==> config.mk <==
export PLATFORM = sky130hd
export DESIGN_NAME = me_window_feeder
export DESIGN_NICKNAME = d
export VERILOG_FILES = /design/src/rtl/me_window_feeder.sv
export SDC_FILE = /design/constraint.sdc
export NUM_CORES = 1
export LEC_CHECK = 0
export ABC_AREA = 1
export CORE_MARGIN = 5
export CORE_UTILIZATION = 30
export CTS_CLUSTER_DIAMETER = 200
export DETAILED_ROUTE_END_ITERATION = 8
export DONT_BUFFER_PORTS = 1
export PLACE_DENSITY = 0.49
export SYNTH_ARGS = -nofsm -noshare
export SYNTH_HDL_FRONTEND = slang
export SYNTH_SLANG_ARGS = --single-unit
export TNS_END_PERCENT = 100
==> constraint.sdc <==
create_clock -name clk_i -period 5.77 [get_ports clk_i]
set_input_delay 1.154 -clock clk_i [delete_from_list [all_inputs] [get_ports clk_i]]
set_output_delay 1.154 -clock clk_i [all_outputs]
set_load 0.05 [all_outputs]
==> src/rtl/me_window_feeder.sv <==
// Writer side of the motion-estimation pixel shift chain: 16-pixel words in, 7-pixel sliding window out.
// Define ME_FEED_PAD_EN to pad the row end with the final pixel instead of flushing the last window.
module me_window_feeder #(
    parameter int PIX_W   = 8,
    parameter int IN_PIX  = 16,
    parameter int OUT_PIX = 7,
    parameter int BUF_PIX = 32
) (
    input  logic                            clk_i,
    input  logic                            rst_n_i,
    input  logic                            in_valid_i,
    output logic                            in_ready_o,
    input  logic [PIX_W*IN_PIX-1:0]         in_data_i,
    input  logic                            in_last_i,
    input  logic                            adv_i,
    output logic                            out_valid_o,
    output logic [PIX_W*OUT_PIX-1:0]        out_data_o,
    output logic                            out_last_o,
    output logic [$clog2(BUF_PIX+1)-1:0]    level_o
);

    localparam int LVL_W = $clog2(BUF_PIX + 1);
    localparam int BUF_W = PIX_W * BUF_PIX;
    localparam int IN_W  = PIX_W * IN_PIX;
    localparam int OUT_W = PIX_W * OUT_PIX;

    localparam logic [LVL_W-1:0] L_IN   = LVL_W'(IN_PIX);
    localparam logic [LVL_W-1:0] L_OUT  = LVL_W'(OUT_PIX);
    localparam logic [LVL_W-1:0] L_ROOM = LVL_W'(BUF_PIX - IN_PIX);
`ifdef ME_FEED_PAD_EN
    localparam logic [LVL_W-1:0] L_TAIL_MIN = LVL_W'(1);
`else
    localparam logic [LVL_W-1:0] L_TAIL_MIN = LVL_W'(OUT_PIX);
`endif
    localparam logic [BUF_W-1:0] WORD_MASK = {{(BUF_W-IN_W){1'b0}}, {IN_W{1'b1}}};

    typedef enum logic [1:0] {
        IDLE   = 2'd0,
        STREAM = 2'd1,
        TAIL   = 2'd2
    } state_t;

    state_t             r_state;
    state_t             w_state_next;
    logic [BUF_W-1:0]   r_buf;
    logic [BUF_W-1:0]   w_buf_next;
    logic [BUF_W-1:0]   w_buf_shift;
    logic [BUF_W-1:0]   w_word_ext;
    logic [BUF_W-1:0]   w_word_mask;
    logic [LVL_W-1:0]   r_level;
    logic [LVL_W-1:0]   w_level_next;
    logic [LVL_W-1:0]   w_level_shift;
    logic               w_acc;
    logic               w_adv;
    logic               w_flush;
    logic               w_row_end;

    assign w_acc     = in_valid_i && in_ready_o;
    assign w_adv     = adv_i && out_valid_o;
    assign w_row_end = (r_state == TAIL) && w_adv && (r_level == L_TAIL_MIN);

`ifdef ME_FEED_PAD_EN
    logic [PIX_W-1:0]   r_last_pix;

    // With padding the row drains pixel by pixel, so nothing is flushed.
    assign w_flush = 1'b0;

    always_ff @(posedge clk_i or negedge rst_n_i) begin
        if (!rst_n_i) begin
            r_last_pix <= '0;
        end else if (w_acc && in_last_i) begin
            r_last_pix <= in_data_i[IN_W-1 -: PIX_W];
        end
    end
`else
    assign w_flush = w_row_end;
`endif

    // Advance shifts first; the accepted word then lands right after the surviving pixels.
    assign w_level_shift = r_level - LVL_W'(w_adv);
    assign w_buf_shift   = w_adv ? (r_buf >> PIX_W) : r_buf;
    assign w_word_ext    = BUF_W'(in_data_i) << (w_level_shift * PIX_W);
    assign w_word_mask   = WORD_MASK << (w_level_shift * PIX_W);

    always_comb begin
        // NOTE: every signal gets a default before any branch, so no path infers a latch.
        w_buf_next   = w_buf_shift;
        w_level_next = w_level_shift;
        if (w_acc) begin
            w_buf_next   = (w_buf_shift & ~w_word_mask) | w_word_ext;
            w_level_next = w_level_shift + L_IN;
        end
        if (w_flush) begin
            w_buf_next   = '0;
            w_level_next = '0;
        end
    end

    always_ff @(posedge clk_i or negedge rst_n_i) begin
        // NOTE: the pixel buffer is plain flops, so reset clears it like any other register.
        if (!rst_n_i) begin
            r_buf   <= '0;
            r_level <= '0;
        end else begin
            // NOTE: non-blocking assignments make every register see pre-edge values.
            r_buf   <= w_buf_next;
            r_level <= w_level_next;
        end
    end

    always_ff @(posedge clk_i or negedge rst_n_i) begin
        if (!rst_n_i) begin
            r_state <= IDLE;
        end else begin
            r_state <= w_state_next;
        end
    end

    always_comb begin
        w_state_next = r_state;
        unique case (r_state)
            IDLE:    if (w_acc) w_state_next = in_last_i ? TAIL : STREAM;
            STREAM:  if (w_acc && in_last_i) w_state_next = TAIL;
            TAIL:    if (w_row_end) w_state_next = IDLE;
            default: w_state_next = IDLE;
        endcase
    end

    always_comb begin
        in_ready_o  = (r_state != TAIL) && (r_level <= L_ROOM);
        out_valid_o = (r_state == TAIL) ? (r_level >= L_TAIL_MIN) : (r_level >= L_OUT);
        out_last_o  = (r_state == TAIL) && (r_level == L_TAIL_MIN);
        level_o     = r_level;
        out_data_o  = r_buf[OUT_W-1:0];
`ifdef ME_FEED_PAD_EN
        // Positions past the last buffered pixel repeat the row's final pixel.
        for (int i = 0; i < OUT_PIX; i++) begin
            if ((r_state == TAIL) && (LVL_W'(i) >= r_level)) begin
                out_data_o[i*PIX_W +: PIX_W] = r_last_pix;
            end
        end
`endif
    end

endmodule

==> metrics.md, run 1 <==
| Metric | Value |
|---|---|
| Max Used Layer | met5 |
| Hold WS | 0.357 ns |
| Root Buffer | clkbuf_16 |
| Post-CTS Resized | 0 |
| Antenna-violating nets left | 0 |
| Met3 wire len | 15800 um |
| Total gr overflow | 0 |
| Path depth of the worst reg2reg path | 15 |
| DRT Wirelength | 141000 um |
| Antenna violations before repair | 7 |
| Most common cell on crit path | nand2_1 |
| Fillers | 8949 |
| Hold buffers post-CTS | 0 |
| CP endpoint kind | register |
| Layout area overhead | 5.71% |
| Slowest cell delay on critical path | 0.68 ns |
| Synth top area cells | dfrtp_1 28%, nand2_1 27%, nand3_1 12% |
| Final min period | 4.54 ns |
| Gate Count Post-Synth | roughly 4.0k |
| Maximum clock rate | 220 MHz |
| Clk sinks | 264 |
| Slew @ Worst Pin | 1.16 ns |
| Synth top area share | 28.4% |
| Fin. max-slew vios | 0 |
| Setup WS post-layout | between 1 and 1.5 ns |
| Largest area contributor in the netlist | dfrtp_1 |
| DRT iter0 DRCs | approximately 4.0k |
| First-pass GRT wire length | 195000 um |
| Post-route clock period utilization | 78.7% |
| Final setup viols | 0 |
| Die height | between 200 and 300 um |
| Startpoint Class | register |
| Port bufs | 0 |
| Cts bufs inserted | 36 |
| RSZ-0062 raised after global routing | no |
| Setup bufs post-CTS | 0 |
| Commonest cells in the netlist | 1680 x nand2_1, 562 x nand3_1, 265 x a21oi_1 |
| Post-Place Setup Slack | 1.38 ns |
| Most common cell in the netlist | nand2_1 |
| Max stage delay cell, worst path | dfrtp_1 |
| Register bit total from synthesis | around 260 |
| Clk_skew | between 0.02 and 0.03 ns |
| Vias in the first global route | about 25k |
| Die width | 289 um |
| Maximum fanout along the worst path | 52 |
| Die ar. | 83300 um2 |
| Drt pass-1 iters | 6 |
| Ys flop type | dfrtp_1 |
| Number of enable flip-flop cells after synthesis | 0 |
| Worst skew pair latency | between 0.5 and 0.6 ns |
| Starting Density | 30.2% |
| Yosys cell types | 33 |
| Critical path class | reg2reg |
| DRC Markers | 0 |
| DPL Wire Length | 105000 um |
| Hold WC Path Type | in2async |
| Met2 wire len | 56100 um |
| Worst EP arrival | 5.01 ns |
| Total GRT Usage | 32.8% |
| Outcome | completed |
| Met1 Wirelength | 60500 um |
| Slew margin rel. | 22.8% |
| Layout cells sized above 1 | 6.52% |
| Mapped Area | 23300 um2 |
| Reg2Reg Capture Point | r_buf[53] |
| Largest net degree at the start of global routing | 265 |
| FF-to-FF setup slack | about 1.2 ns |
| Post-synthesis sequential area ratio | 28.4% |
| CP top delay family | simple AND/OR/NAND/NOR gates |
| Clk pin slew, worst setup/hold paths | about 0.060 ns |
| Post-synth ARST share | 100% |
| Final net count | approximately 4k |
| Vias | 27.2k |
| Critical path required time | 6.24 ns |
| Endpoints failing hold | 0 |
| DR WL/cell | 29.2 um |
| DR vias/cell | 5.63 |
| Yosys synthesis warning count | 0 |
| Worst r2r src | level_o[4] |
| Final total negative setup slack | 0 ns |
| Site Rows | 102 |
| GPL Wtd Cong | about 1 |
| Net count after synthesis | 4144 |
| Max-cap violation count | 0 |
| Clk buf depth | 3 |
| Buf/Inv on CP | 3 |
| Mean Syn Cell Area | between 5 and 6 um2 |
| Core ar. | 77200 um2 |
| CTS tree | done |
| Ports | 198 |
| H-tree levels | 2 |
| Critical path cell sequence | nor3_2 -> nand2_1 -> nand2_8 -> inv_6 -> ha_1 -> inv_1 -> nand2_1 -> nand2_4 -> buf_12 -> nand2_1 -> nand2_1 -> nand2_1 -> nand2_1 -> nand3_1 -> a21oi_1 |
-- sequential cells by signal, summed over array words and instances, names as in the netlist --
name / count
level_o: 6
r_buf: 256
r_state: 2
-- how the worst max path moves through the flow --
stage,startpoint,to,slack (ns),depth (start not counted)
floorplan,level_o[4],r_buf[208],2.09,22
global placement,level_o[1],r_buf[46],1.35,15
detailed placement,level_o[1],r_buf[52],1.38,15
CTS,level_o[1],r_buf[46],1.37,15
global route,level_o[4],r_buf[67],1.09,16
finish,level_o[4],r_buf[53],1.23,15
-- stage by stage --
step	util (%)	cell area, um2	std cells
final	31.9	24600	4831
after global routing	31.9	24600	4830
after CTS	31.9	24600	4828
after detailed placement	30.4	23500	4766
after global placement	30.4	23500	4766
after floorplan	-	23300	4007
-- cells by family (layout without fill, tap and decap cells) --
kind of cell	Yosys count	in the layout	synth area share, %
AND/OR/NAND/NOR	2590	2590	47.2
buffers and inverters	608	389	11.9
AO/OA/AOI/OAI	541	541	12.3
flip-flops	264	264	28.4
adder cells (fa/ha/maj)	4	4	0.215
other	0	3	0
-- layer usage --
layer / GRT usage [%] / vias to the layer above
met2: 46.1 / 1554
met4: 15.5 / 6
met5: 0 / -
li1: - / 12329
met1: 46.4 / 13043
met3: 8.75 / 253
-- cells in the final DEF, fill, tap and decap left out, types with 5 or more instances in the layout --
master	count
a21oi_1	265
a31oi_1	9
buf_12	9
buf_4	48
clkbuf_1	8
clkbuf_16	36
clkbuf_8	6
clkinv_2	7
dfrtp_1	264
inv_1	263
nand2_1	1678
nand2_4	7
nand3_1	562
nand3b_1	8
nand4_1	66
nor2_1	140
nor2_4	6
nor3_1	5
o211ai_1	52
o21ai_0	206
or2_2	102
-- final cells by class --
class	count	area, um2	share of cell area (%)
timing repair buffer	57	541	2.20
tap	1040	1300	5.29
multi-input combinational	3135	14000	56.8
clock inverter	12	130	0.529
inverter	270	1020	4.16
sequential	264	6610	26.8
clock buffer	50	1010	4.12
antenna	3	7.51	0.0305
-- worst reg2reg max path: cells and delay by family, from the launching register on --
family	cells	cell delay [ns]
compound gates	1	0.29
fa+ha+maj	1	0.20
buf+inv	3	0.54
flops	1	0.68
simple gates	10	2.75
Power of run 1 is not shown: default switching activity piles up to over one toggle a cycle in this logic, so the estimate is an artifact.
==> inputs of run 2 (changes only) <==
==> constraint.sdc (replaced) <==
create_clock -name clk_i -period 4.5 [get_ports clk_i]
set_input_delay 0.9 -clock clk_i [delete_from_list [all_inputs] [get_ports clk_i]]
set_output_delay 0.9 -clock clk_i [all_outputs]
set_load 0.05 [all_outputs]
==> run 2 against run 1 <==
Effect of this change:
- final area increased by 1.2%
- register-to-register slack got worse by 0.46 ns
- flip-flop and latch count unchanged
- maximum frequency increased by 22%
- clock-buffer cell count decreased by 2
- critical path type unchanged
- die area unchanged
- final cell count increased by 0.41%
- critical path depth decreased by 1
==> metrics.md, run 2 (synthesized netlist as in run 1, its figures left out) <==
| Metric | Value |
|---|---|
| Outcome | completed |
| Vias in the first global route | 25.2k |
| Hold WC Path Type | in2async |
| Cts bufs inserted | 35 |
| Clk buf depth | 3 |
| Max stage delay cell, worst path | nand2_2 |
| Root Buffer | clkbuf_16 |
| Path depth of the worst reg2reg path | 14 |
| Buf/Inv on CP | 2 |
| Commonest non-fill, non-tap cells in the layout | 1678 x nand2_1, 562 x nand3_1, 265 x a21oi_1 |
| Layout cells sized above 1 | 7.19% |
| DPL Wire Length | around 110000 um |
| DRT Wirelength | 144000 um |
| Worst EP arrival | 4.21 ns |
| RSZ-0062 raised after global routing | no |
| Clk sinks | 264 |
| Largest net degree at the start of global routing | 265 |
| Startpoint Class | register |
| Total GRT Usage | 33.4% |
| Clk_skew | 0.0272 ns |
| H-tree levels | 2 |
| Post-route clock period utilization | 82.9% |
| Slew @ Worst Pin | approximately 1.2 ns |
| Final min period | between 3 and 4 ns |
| Critical path cell sequence | buf_4 -> nand3_1 -> nand2_1 -> nand2_8 -> inv_6 -> ha_4 -> nand3_1 -> nand2_1 -> nand2_1 -> nor2_4 -> nand2_2 -> nor2_1 -> nand2_1 -> a21oi_1 |
| Vias | 27.5k |
| Placed inst area | 23700 um2 |
| CP top delay family | simple AND/OR/NAND/NOR gates |
| Die height | 289 um |
| Drt pass-1 iters | 8 |
| Worst skew pair latency | 0.58 ns |
| Max-cap violation count | 0 |
| Most common cell on crit path | nand2_1 |
| Maximum fanout along the worst path | 22 |
| Hold buffers post-CTS | 0 |
| Finished Layout Cells | 4851 |
| Final total negative setup slack | 0 ns |
| Antenna-violating nets left | 0 |
| Total gr overflow | 0 |
| CP endpoint kind | register |
| Antenna violations before repair | 8 |
| Port bufs | 0 |
| First-pass GRT wire length | 198000 um |
| Fin. max-slew vios | 0 |
| GPL Wtd Cong | 1.02 |
| Worst r2r src | level_o[0] |
| DR vias/cell | around 5.7 |
| Maximum clock rate | 268 MHz |
| Die width | 289 um |
| FF-to-FF setup slack | 0.77 ns |
| Critical path class | reg2reg |
| Starting Density | 30.2% |
| Final net count | 3920 |
| Layout area overhead | 6.94% |
| Fillers | 8998 |
| Slowest cell delay on critical path | 0.64 ns |
| DR WL/cell | 29.6 um |
| Largest register by flop count | r_buf |
| Slew margin rel. | 22.8% |
| Post-Place Cells | around 4.8k |
| Final setup viols | 0 |
| Final Cell Area | ~25000 um2 |
| Endpoints failing hold | 0 |
| DRT iter0 DRCs | 3826 |
| CTS tree | done |
| Critical path required time | 4.98 ns |
| Max FFs per register | 256 |
| Core ar. | approximately 77000 um2 |
| Commonest non-fill, non-tap cell in the layout | nand2_1 |
| Die ar. | 83300 um2 |
| Ports | ~200 |
| DRC Markers | 0 |
| Setup bufs post-CTS | 0 |
| Clk pin slew, worst setup/hold paths | 0.06 ns |
| Hold WS | 0.0802 ns |
| Reg2Reg Capture Point | r_buf[245] |
| Post-CTS Resized | 0 |
| Site Rows | 102 |
## run 2: cell types whose count changed in the layout (fill, tap and decap cells not counted), sizes merged
cell,delta
clkbuf,-2
clkinvlp,+1
buf,+20
bufinv,+2
diode,-1
## run 2: routing by layer
layer  global-route usage [%]  wire [um]  part of all wire [%]
met3                     8.92      16200                    11
met5                        0         68                 0.047
met1                     46.7      60600                    42
met4                     14.9       8040                   5.6
met2                     48.0      58700                    41
## run 2: layout make-up
type / count / area (um2) / share of cell area (%)
antenna: 2 / 5.00 / 0.0201
clock buffer: 48 / 1050 / 4.20
clock inverter: 15 / 198 / 0.794
inverter: 270 / 1020 / 4.11
multi-input combinational: 3135 / 14000 / 56.2
sequential: 264 / 6610 / 26.5
tap: 1040 / 1300 / 5.23
timing repair buffer: 77 / 728 / 2.92
## run 2: through the flow
step	util, %	worst slack [ns]
floorplan	-	0.824
global placement	30.6	0.830
detailed placement	30.6	0.788
CTS	32.2	0.817
global route	32.2	0.655
finish	32.3	0.768
## run 2: worst max-delay path by stage
stage / start / end / slack (ns) / cells after the start
2_1_floorplan: level_o[4] / r_buf[208] / 0.82 / 22
3_3_place_gp: adv_i / r_buf[245] / 0.83 / 11
3_5_place_dp: adv_i / r_buf[245] / 0.79 / 11
4_1_cts: level_o[0] / r_buf[245] / 0.82 / 14
5_1_grt: level_o[0] / r_buf[12] / 0.66 / 15
6_report: level_o[0] / r_buf[245] / 0.77 / 14
Power of run 2 is left out for the same reason.
